**config.mk**
```make
export PLATFORM = sky130hd
export DESIGN_NAME = rv32_lsu_flat
export DESIGN_NICKNAME = d
export VERILOG_FILES = /design/src/rtl/rv32_pkg.sv /design/src/rtl/rv32_lsu_if.sv /design/src/rtl/rv32_load_ext.sv /design/src/rtl/rv32_lsu.sv /design/src/flat_wrapper.sv
export SDC_FILE = /design/constraint.sdc
export NUM_CORES = 1
export LEC_CHECK = 0
export BUFFER_PORTS_ARGS = -buffer_cell sky130_fd_sc_hd__buf_2
export CAP_MARGIN = 25
export CELL_PAD_IN_SITES_DETAIL_PLACEMENT = 0
export CELL_PAD_IN_SITES_GLOBAL_PLACEMENT = 1
export CORE_MARGIN = 3
export CORE_UTILIZATION = 37
export DETAILED_ROUTE_END_ITERATION = 10
export PLACE_DENSITY = 0.89
export SYNTH_ARGS = -nofsm -noshare
export SYNTH_HDL_FRONTEND = slang
export SYNTH_SLANG_ARGS = --single-unit
```
**constraint.sdc**
```tcl
create_clock -name clk -period 2.1 [get_ports clk]
set_input_delay 0.21 -clock clk [delete_from_list [all_inputs] [get_ports clk]]
set_output_delay 0.21 -clock clk [all_outputs]
set_load 0.005 [all_outputs]
```
**src/rtl/rv32_pkg.sv**
```systemverilog
// Shared definitions for the RV32I load/store unit: funct3 codes, FSM states, error causes
// and small decode helpers.
package rv32_pkg;

  localparam logic [2:0] F3_B  = 3'b000;
  localparam logic [2:0] F3_H  = 3'b001;
  localparam logic [2:0] F3_W  = 3'b010;
  localparam logic [2:0] F3_BU = 3'b100;
  localparam logic [2:0] F3_HU = 3'b101;

  typedef enum logic [1:0] {
    IDLE,
    REQ,
    WAIT
  } lsu_state_t;

  localparam logic [1:0] ERR_MISALIGN = 2'b00;
  localparam logic [1:0] ERR_TIMEOUT  = 2'b01;
  localparam logic [1:0] ERR_ILLEGAL  = 2'b10;

  function automatic logic f3_legal(input logic store, input logic [2:0] f3);
    if (store) return f3 inside {F3_B, F3_H, F3_W};
    return f3 inside {F3_B, F3_H, F3_W, F3_BU, F3_HU};
  endfunction

  // f3[1:0] carries the access size for both signed and unsigned loads.
  function automatic logic f3_misaligned(input logic [2:0] f3, input logic [1:0] off);
    case (f3[1:0])
      2'b01:   return off[0];
      2'b10:   return off != 2'b00;
      default: return 1'b0;
    endcase
  endfunction

  function automatic logic [3:0] lsu_be(input logic [2:0] f3, input logic [1:0] off);
    case (f3[1:0])
      2'b00:   return 4'b0001 << off;
      2'b01:   return 4'b0011 << off;
      default: return 4'b1111;
    endcase
  endfunction

endpackage

```
**src/rtl/rv32_lsu_if.sv**
```systemverilog
// Data-memory req/gnt/rvalid bus between the load/store unit (master) and memory (slave).
interface rv32_lsu_if;
  logic        req;
  logic        we;
  logic [31:0] addr;
  logic [3:0]  be;
  logic [31:0] wdata;
  logic        gnt;
  logic        rvalid;
  logic [31:0] rdata;

  modport master (output req, we, addr, be, wdata, input gnt, rvalid, rdata);
  modport slave  (input req, we, addr, be, wdata, output gnt, rvalid, rdata);
endinterface

```
**src/rtl/rv32_load_ext.sv**
```systemverilog
// Picks the addressed byte/halfword out of a read word and sign- or zero-extends it.
module rv32_load_ext
  import rv32_pkg::*;
(
  input  logic [31:0] word_i,
  input  logic [1:0]  offset_i,
  input  logic [2:0]  funct3_i,
  output logic [31:0] data_o
);

  logic [7:0]  byte_v;
  logic [15:0] half_v;

  always_comb begin
    byte_v = word_i[{offset_i, 3'b000} +: 8];
    half_v = word_i[{offset_i[1], 4'b0000} +: 16];
    case (funct3_i)
      F3_B:    data_o = {{24{byte_v[7]}}, byte_v};
      F3_BU:   data_o = {24'h0, byte_v};
      F3_H:    data_o = {{16{half_v[15]}}, half_v};
      F3_HU:   data_o = {16'h0, half_v};
      default: data_o = word_i;
    endcase
  end

endmodule

```
**src/rtl/rv32_lsu.sv**
```systemverilog
// RV32I load/store unit: validates and aligns a request, runs one req/gnt/rvalid bus
// transaction with a timeout, and returns extended load data with a done/err pulse.
module rv32_lsu
  import rv32_pkg::*;
#(
  parameter int unsigned TIMEOUT = 16
) (
  input  logic        clk,
  input  logic        rst_n,
  input  logic        req_valid_i,
  input  logic        req_store_i,
  input  logic [2:0]  req_funct3_i,
  input  logic [31:0] req_addr_i,
  input  logic [31:0] req_wdata_i,
  output logic        busy_o,
  output logic        done_o,
  output logic        err_o,
  output logic [1:0]  err_cause_o,
  output logic [31:0] rdata_o,
  rv32_lsu_if.master  mem
);

  localparam int unsigned CntW = $clog2(TIMEOUT + 1);

  lsu_state_t      state_q, state_d;
  logic [CntW-1:0] cnt_q, cnt_d;
  logic [2:0]      f3_q, f3_d;
  logic [1:0]      off_q, off_d;
  logic            store_q, store_d;
  logic            done_q, done_d;
  logic            err_q, err_d;
  logic [1:0]      cause_q, cause_d;
  logic [31:0]     rdata_q, rdata_d;
  logic            req_q, req_d;
  logic            we_q, we_d;
  logic [31:0]     addr_q, addr_d;
  logic [3:0]      be_q, be_d;
  logic [31:0]     wdata_q, wdata_d;

  logic [31:0]     store_data;
  logic [31:0]     load_data;
  logic            timed_out;

  rv32_load_ext u_load_ext (
    .word_i   (mem.rdata),
    .offset_i (off_q),
    .funct3_i (f3_q),
    .data_o   (load_data)
  );

  always_comb begin
    case (req_funct3_i[1:0])
      2'b00:   store_data = {24'h0, req_wdata_i[7:0]} << {req_addr_i[1:0], 3'b000};
      2'b01:   store_data = {16'h0, req_wdata_i[15:0]} << {req_addr_i[1], 4'b0000};
      default: store_data = req_wdata_i;
    endcase
  end

  // Counter was cleared on entry to REQ, so this fires after TIMEOUT cycles in REQ+WAIT.
  assign timed_out = cnt_q >= CntW'(TIMEOUT - 1);

  always_comb begin
    state_d = state_q;
    cnt_d   = cnt_q;
    f3_d    = f3_q;
    off_d   = off_q;
    store_d = store_q;
    done_d  = 1'b0;
    err_d   = 1'b0;
    cause_d = cause_q;
    rdata_d = rdata_q;
    req_d   = req_q;
    we_d    = we_q;
    addr_d  = addr_q;
    be_d    = be_q;
    wdata_d = wdata_q;

    case (state_q)
      IDLE: begin
        if (req_valid_i) begin
          if (!f3_legal(req_store_i, req_funct3_i)) begin
            done_d  = 1'b1;
            err_d   = 1'b1;
            cause_d = ERR_ILLEGAL;
          end else if (f3_misaligned(req_funct3_i, req_addr_i[1:0])) begin
            done_d  = 1'b1;
            err_d   = 1'b1;
            cause_d = ERR_MISALIGN;
          end else begin
            f3_d    = req_funct3_i;
            off_d   = req_addr_i[1:0];
            store_d = req_store_i;
            addr_d  = {req_addr_i[31:2], 2'b00};
            be_d    = lsu_be(req_funct3_i, req_addr_i[1:0]);
            wdata_d = req_store_i ? store_data : 32'h0;
            we_d    = req_store_i;
            req_d   = 1'b1;
            cnt_d   = '0;
            state_d = REQ;
          end
        end
      end
      REQ: begin
        cnt_d = cnt_q + 1'b1;
        if (mem.gnt) begin
          req_d = 1'b0;
          we_d  = 1'b0;
          if (store_q) begin
            done_d  = 1'b1;
            state_d = IDLE;
          end else begin
            state_d = WAIT;
          end
        end else if (timed_out) begin
          req_d   = 1'b0;
          we_d    = 1'b0;
          done_d  = 1'b1;
          err_d   = 1'b1;
          cause_d = ERR_TIMEOUT;
          state_d = IDLE;
        end
      end
      WAIT: begin
        cnt_d = cnt_q + 1'b1;
        if (mem.rvalid) begin
          rdata_d = load_data;
          done_d  = 1'b1;
          state_d = IDLE;
        end else if (timed_out) begin
          done_d  = 1'b1;
          err_d   = 1'b1;
          cause_d = ERR_TIMEOUT;
          state_d = IDLE;
        end
      end
      default: state_d = IDLE;
    endcase
  end

  always_ff @(posedge clk or negedge rst_n) begin
    if (!rst_n) begin
      state_q <= IDLE;
      cnt_q   <= '0;
      f3_q    <= '0;
      off_q   <= '0;
      store_q <= 1'b0;
      done_q  <= 1'b0;
      err_q   <= 1'b0;
      cause_q <= '0;
      rdata_q <= '0;
      req_q   <= 1'b0;
      we_q    <= 1'b0;
      addr_q  <= '0;
      be_q    <= '0;
      wdata_q <= '0;
    end else begin
      state_q <= state_d;
      cnt_q   <= cnt_d;
      f3_q    <= f3_d;
      off_q   <= off_d;
      store_q <= store_d;
      done_q  <= done_d;
      err_q   <= err_d;
      cause_q <= cause_d;
      rdata_q <= rdata_d;
      req_q   <= req_d;
      we_q    <= we_d;
      addr_q  <= addr_d;
      be_q    <= be_d;
      wdata_q <= wdata_d;
    end
  end

  assign busy_o      = state_q != IDLE;
  assign done_o      = done_q;
  assign err_o       = err_q;
  assign err_cause_o = cause_q;
  assign rdata_o     = rdata_q;
  assign mem.req     = req_q;
  assign mem.we      = we_q;
  assign mem.addr    = addr_q;
  assign mem.be      = be_q;
  assign mem.wdata   = wdata_q;

endmodule

```
**src/flat_wrapper.sv**
```systemverilog
// flat-port wrapper written by rule: the top's interface ports become plain ports
module rv32_lsu_flat import rv32_pkg::*;
#(
  parameter int unsigned TIMEOUT = 16
)
  (clk, rst_n, req_valid_i, req_store_i, req_funct3_i, req_addr_i, req_wdata_i, busy_o, done_o, err_o, err_cause_o, rdata_o, mem_req, mem_we, mem_addr, mem_be, mem_wdata, mem_gnt, mem_rvalid, mem_rdata);
  rv32_lsu_if mem_i ();
  input  logic clk;
  input  logic rst_n;
  input  logic req_valid_i;
  input  logic req_store_i;
  input  logic [2:0] req_funct3_i;
  input  logic [31:0] req_addr_i;
  input  logic [31:0] req_wdata_i;
  output logic busy_o;
  output logic done_o;
  output logic err_o;
  output logic [1:0] err_cause_o;
  output logic [31:0] rdata_o;
  output wire logic [$bits(mem_i.req)-1:0] mem_req;
  output wire logic [$bits(mem_i.we)-1:0] mem_we;
  output wire logic [$bits(mem_i.addr)-1:0] mem_addr;
  output wire logic [$bits(mem_i.be)-1:0] mem_be;
  output wire logic [$bits(mem_i.wdata)-1:0] mem_wdata;
  input wire logic [$bits(mem_i.gnt)-1:0] mem_gnt;
  input wire logic [$bits(mem_i.rvalid)-1:0] mem_rvalid;
  input wire logic [$bits(mem_i.rdata)-1:0] mem_rdata;
  assign mem_req = mem_i.req;
  assign mem_we = mem_i.we;
  assign mem_addr = mem_i.addr;
  assign mem_be = mem_i.be;
  assign mem_wdata = mem_i.wdata;
  assign mem_i.gnt = mem_gnt;
  assign mem_i.rvalid = mem_rvalid;
  assign mem_i.rdata = mem_rdata;
  rv32_lsu #(.TIMEOUT(TIMEOUT)) u_core (.clk(clk), .rst_n(rst_n), .req_valid_i(req_valid_i), .req_store_i(req_store_i), .req_funct3_i(req_funct3_i), .req_addr_i(req_addr_i), .req_wdata_i(req_wdata_i), .busy_o(busy_o), .done_o(done_o), .err_o(err_o), .err_cause_o(err_cause_o), .rdata_o(rdata_o), .mem(mem_i));
endmodule
```
==> reports/qor.csv <==
metric;value;unit
cp_max_fo;26;
core;14640;um2
slew_headroom;0.5839;
initial_core_util;0.3821;
hold_end;u_core.mem.addr[23]$_DFFE_PN0P_;
tns;0;ns
antenna_found_initial;0;
ir_drop;738.4;uV
grt_pass1_wl;25.70;mm
cp.required;2.40;ns
finalCritPeriodShare;0.9397;
viasPerCell;5.187;
synth_seq_cells;117;
cp_cell_sequence;inv_1, ha_1, and2_1, nand2_1, nor3_4, buf_4, buf_12, mux2_2;
dp.final_hpwl;11.80;mm
min_path_cells;2;
die_w;129.0;um
routed_wl;16.30;mm
r2r_slack;0.13;ns
grt-ovfl-total;0;
period_needed;1.973;ns
dr.pass1.iters;4;
yosys.area_share.adder;0.02013;
worstReg2RegStart;u_core.state_q[0]$_DFFE_PN0P_;
cts_buffer_depth;2;
fin_skew;0.008193;ns
synth_area;5595;um2
rows;44;
status;complete, no violations;
hold_violations;0;
area.growth.synth_to_final;35.15;%
grt_pass1_vias;5017;
grt_max_degree;68;
max_freq;0.5067;GHz
cp-start-kind;flop;
nFillCells;1359;
fin_area;7562;um2
ys_async_sr_fraction;1.000;
clk_pin_slew;0.06;ns
p_leak;0.003582;uW
gp_congestion;0.7935;
end_kind;flop;
path_class;reg2reg;
synth.distinct_cells;51;
max_cap_viol_count;0;
cts.root.buffer_cell;clkbuf_16;
synth_edf_count;0;
tightestPinTransition;0.6228;ns
die_h;129.0;um
drc;0;
synthSimpleGateAreaFrac;0.1138;
postPlaceCellArea;6880;um2
ant_nets;0;
power.density;1469;nW/um2
io_pins;212;
cts_tree;yes;
grtUsageTotal;0.1959;
netlist_instances;537;
routed-via-count;4928;
avgSynthCellArea;10.42;um2
dieArea;16630;um2
wl_per_cell;17.16;um
synthMuxAreaShare;0.1120;
h-tree-depth;4;
n_antenna_cell;0;
crit-reg2reg-capture;u_core.mem.addr[16]$_DFFE_PN0P_;
worstHoldPathType;in2reg;
synthFlopType;dfrtp_1;
rsz0062_at_grt;no;
synth-seq-area-share;0.5233;
clkSinkCount;117;
setup_violations;0;
synth-compound-area-share;0.1892;
cp-startpoint;u_core.state_q[0]$_DFFE_PN0P_;
hold_path_startpoint;req_addr_i[23];
nets;867;
crit_path_max_incr_delay;0.41;ns
slew_viol_final;0;
regArea;2928;um2
arrival;2.27;ns
drt_iter0_drc;277;
ys.warnings.count;0;
drive_above_1_share;0.4243;
numPortBuffers;209;
synth_xor_area_frac;0;
synth_top_family_by_area;compound AO/OA/AOI/OAI gates;
multi_input_area;2450;um2
worst-r2r-cell-count;8;
clock_latency;0.42;ns
cts_buffers;17;
crit_slowest_cell;dfrtp_1;
-- registers in the layout, summed over array words and instances (netlist names), 2 cells and up --
name                cells
u_core.mem.wdata       32
u_core.rdata_o         32
u_core.mem.addr        30
u_core.cnt_q            5
u_core.mem.be           4
u_core.f3_q             3
u_core.err_cause_o      2
u_core.off_q            2
u_core.state_q          2
-- stage by stage --
step           std cells  setup slack [ns]  power [uW]  utilization  hold WS [ns]
6_report             950            0.1266       11110       0.5164       0.01959
3_5_place_dp         914           0.06070        8071       0.4698        0.1721
3_3_place_gp         914            0.1537        7982       0.4698        0.1701
2_1_floorplan        538            0.2205        6201            -      -0.08559
4_1_cts              947           0.06311       11210       0.5132      0.003750
5_1_grt              950           0.01003       11870       0.5164       0.01360
-- area by class of cell --
cell class                 instances  share of cell area
multi-input combinational        368              0.3240
tap                              184             0.03044
sequential                       117              0.3872
inverter                          17            0.008438
timing repair buffer             232              0.1674
clock buffer                      19             0.05857
clock inverter                    13             0.02399
-- power by group --
group          internal [uW]  switching [uW]  leakage (uW)
registers               3330             600       0.00142
logic                   2030            2080       0.00187
clock network           2010            1060      0.000291
total                   7370            3730       0.00358
-- logic make-up (layout without fill, tap and decap cells) --
group,after synthesis,in the layout
multiplexers,55,55
adder cells (fa/ha/maj),9,9
other,1,2
buffers and inverters,53,281
AND/OR/NAND/NOR,131,131
flip-flops,117,117
AO/OA/AOI/OAI,171,171
-- cell usage in the layout, fill, tap and decap left out, types with 3 or more instances in the layout --
master and instances:
ha_1 9, inv_1 17, buf_2 208, nor2b_1 3, clkinvlp_4 5, mux2_2 51
nand3b_1 9, a22o_1 10, nor2_1 62, o2bb2ai_1 8, mux2i_1 3, a22oi_1 17
o22ai_1 6, buf_4 20, o221ai_1 3, and2_1 5, dfrtp_1 117, nand2b_1 12
clkinv_2 3, nand2_1 25, o21ai_0 24, a31oi_1 4, clkbuf_16 18, bufinv_16 4
a21oi_1 82
-- synth_stat cells, types with 4 or more instances --
library cell | n | share of area
a21oi_1 | 82 | 0.073
a22oi_1 | 17 | 0.023
o2bb2ai_1 | 8 | 0.013
a31oi_1 | 4 | 0.0045
dfrtp_1 | 117 | 0.52
nor2_1 | 62 | 0.042
nand2_1 | 25 | 0.017
nand3b_1 | 9 | 0.012
nand2b_1 | 12 | 0.013
mux2_2 | 51 | 0.10
buf_2 | 9 | 0.0080
o22ai_1 | 6 | 0.0067
a22o_1 | 10 | 0.016
o21ai_0 | 24 | 0.021
clkbuf_1 | 21 | 0.014
ha_1 | 9 | 0.020
inv_1 | 17 | 0.011
and2_1 | 5 | 0.0056
-- routing by layer --
metal / global-route usage / share of wire
met2: 0.3076 / 0.48
met1: 0.2528 / 0.43
met5: 0 / 0
met3: 0.06476 / 0.081
met4: 0.07350 / 0.017
-- timing repair --
item	in CTS	in global routing
endpoints found under the hold margin	29	0
buffers inserted	0	2
resized for setup	0	1
setup endpoints to repair	0	12
hold buffers	1	0
-- worst max-delay path: cells and delay by family (launching register included) --
kind	cells	cell delay, ns
fa+ha+maj	1	0.21
mux	1	0.36
flops	1	0.41
simple gates	3	0.43
buf+inv	3	0.43
-- how the worst max path moves through the flow --
stage | endpoint | slack (ns)
CTS | u_core.mem.wdata[6]$_DFFE_PN0P_ | 0.06
global route | u_core.mem.addr[16]$_DFFE_PN0P_ | 0.01
floorplan | u_core.f3_q[0]$_DFFE_PN0P_ | 0.22
detailed placement | u_core.mem.wdata[6]$_DFFE_PN0P_ | 0.06
finish | u_core.mem.addr[16]$_DFFE_PN0P_ | 0.13
global placement | u_core.mem.wdata[7]$_DFFE_PN0P_ | 0.15
Power figures use the tool's default switching activity.
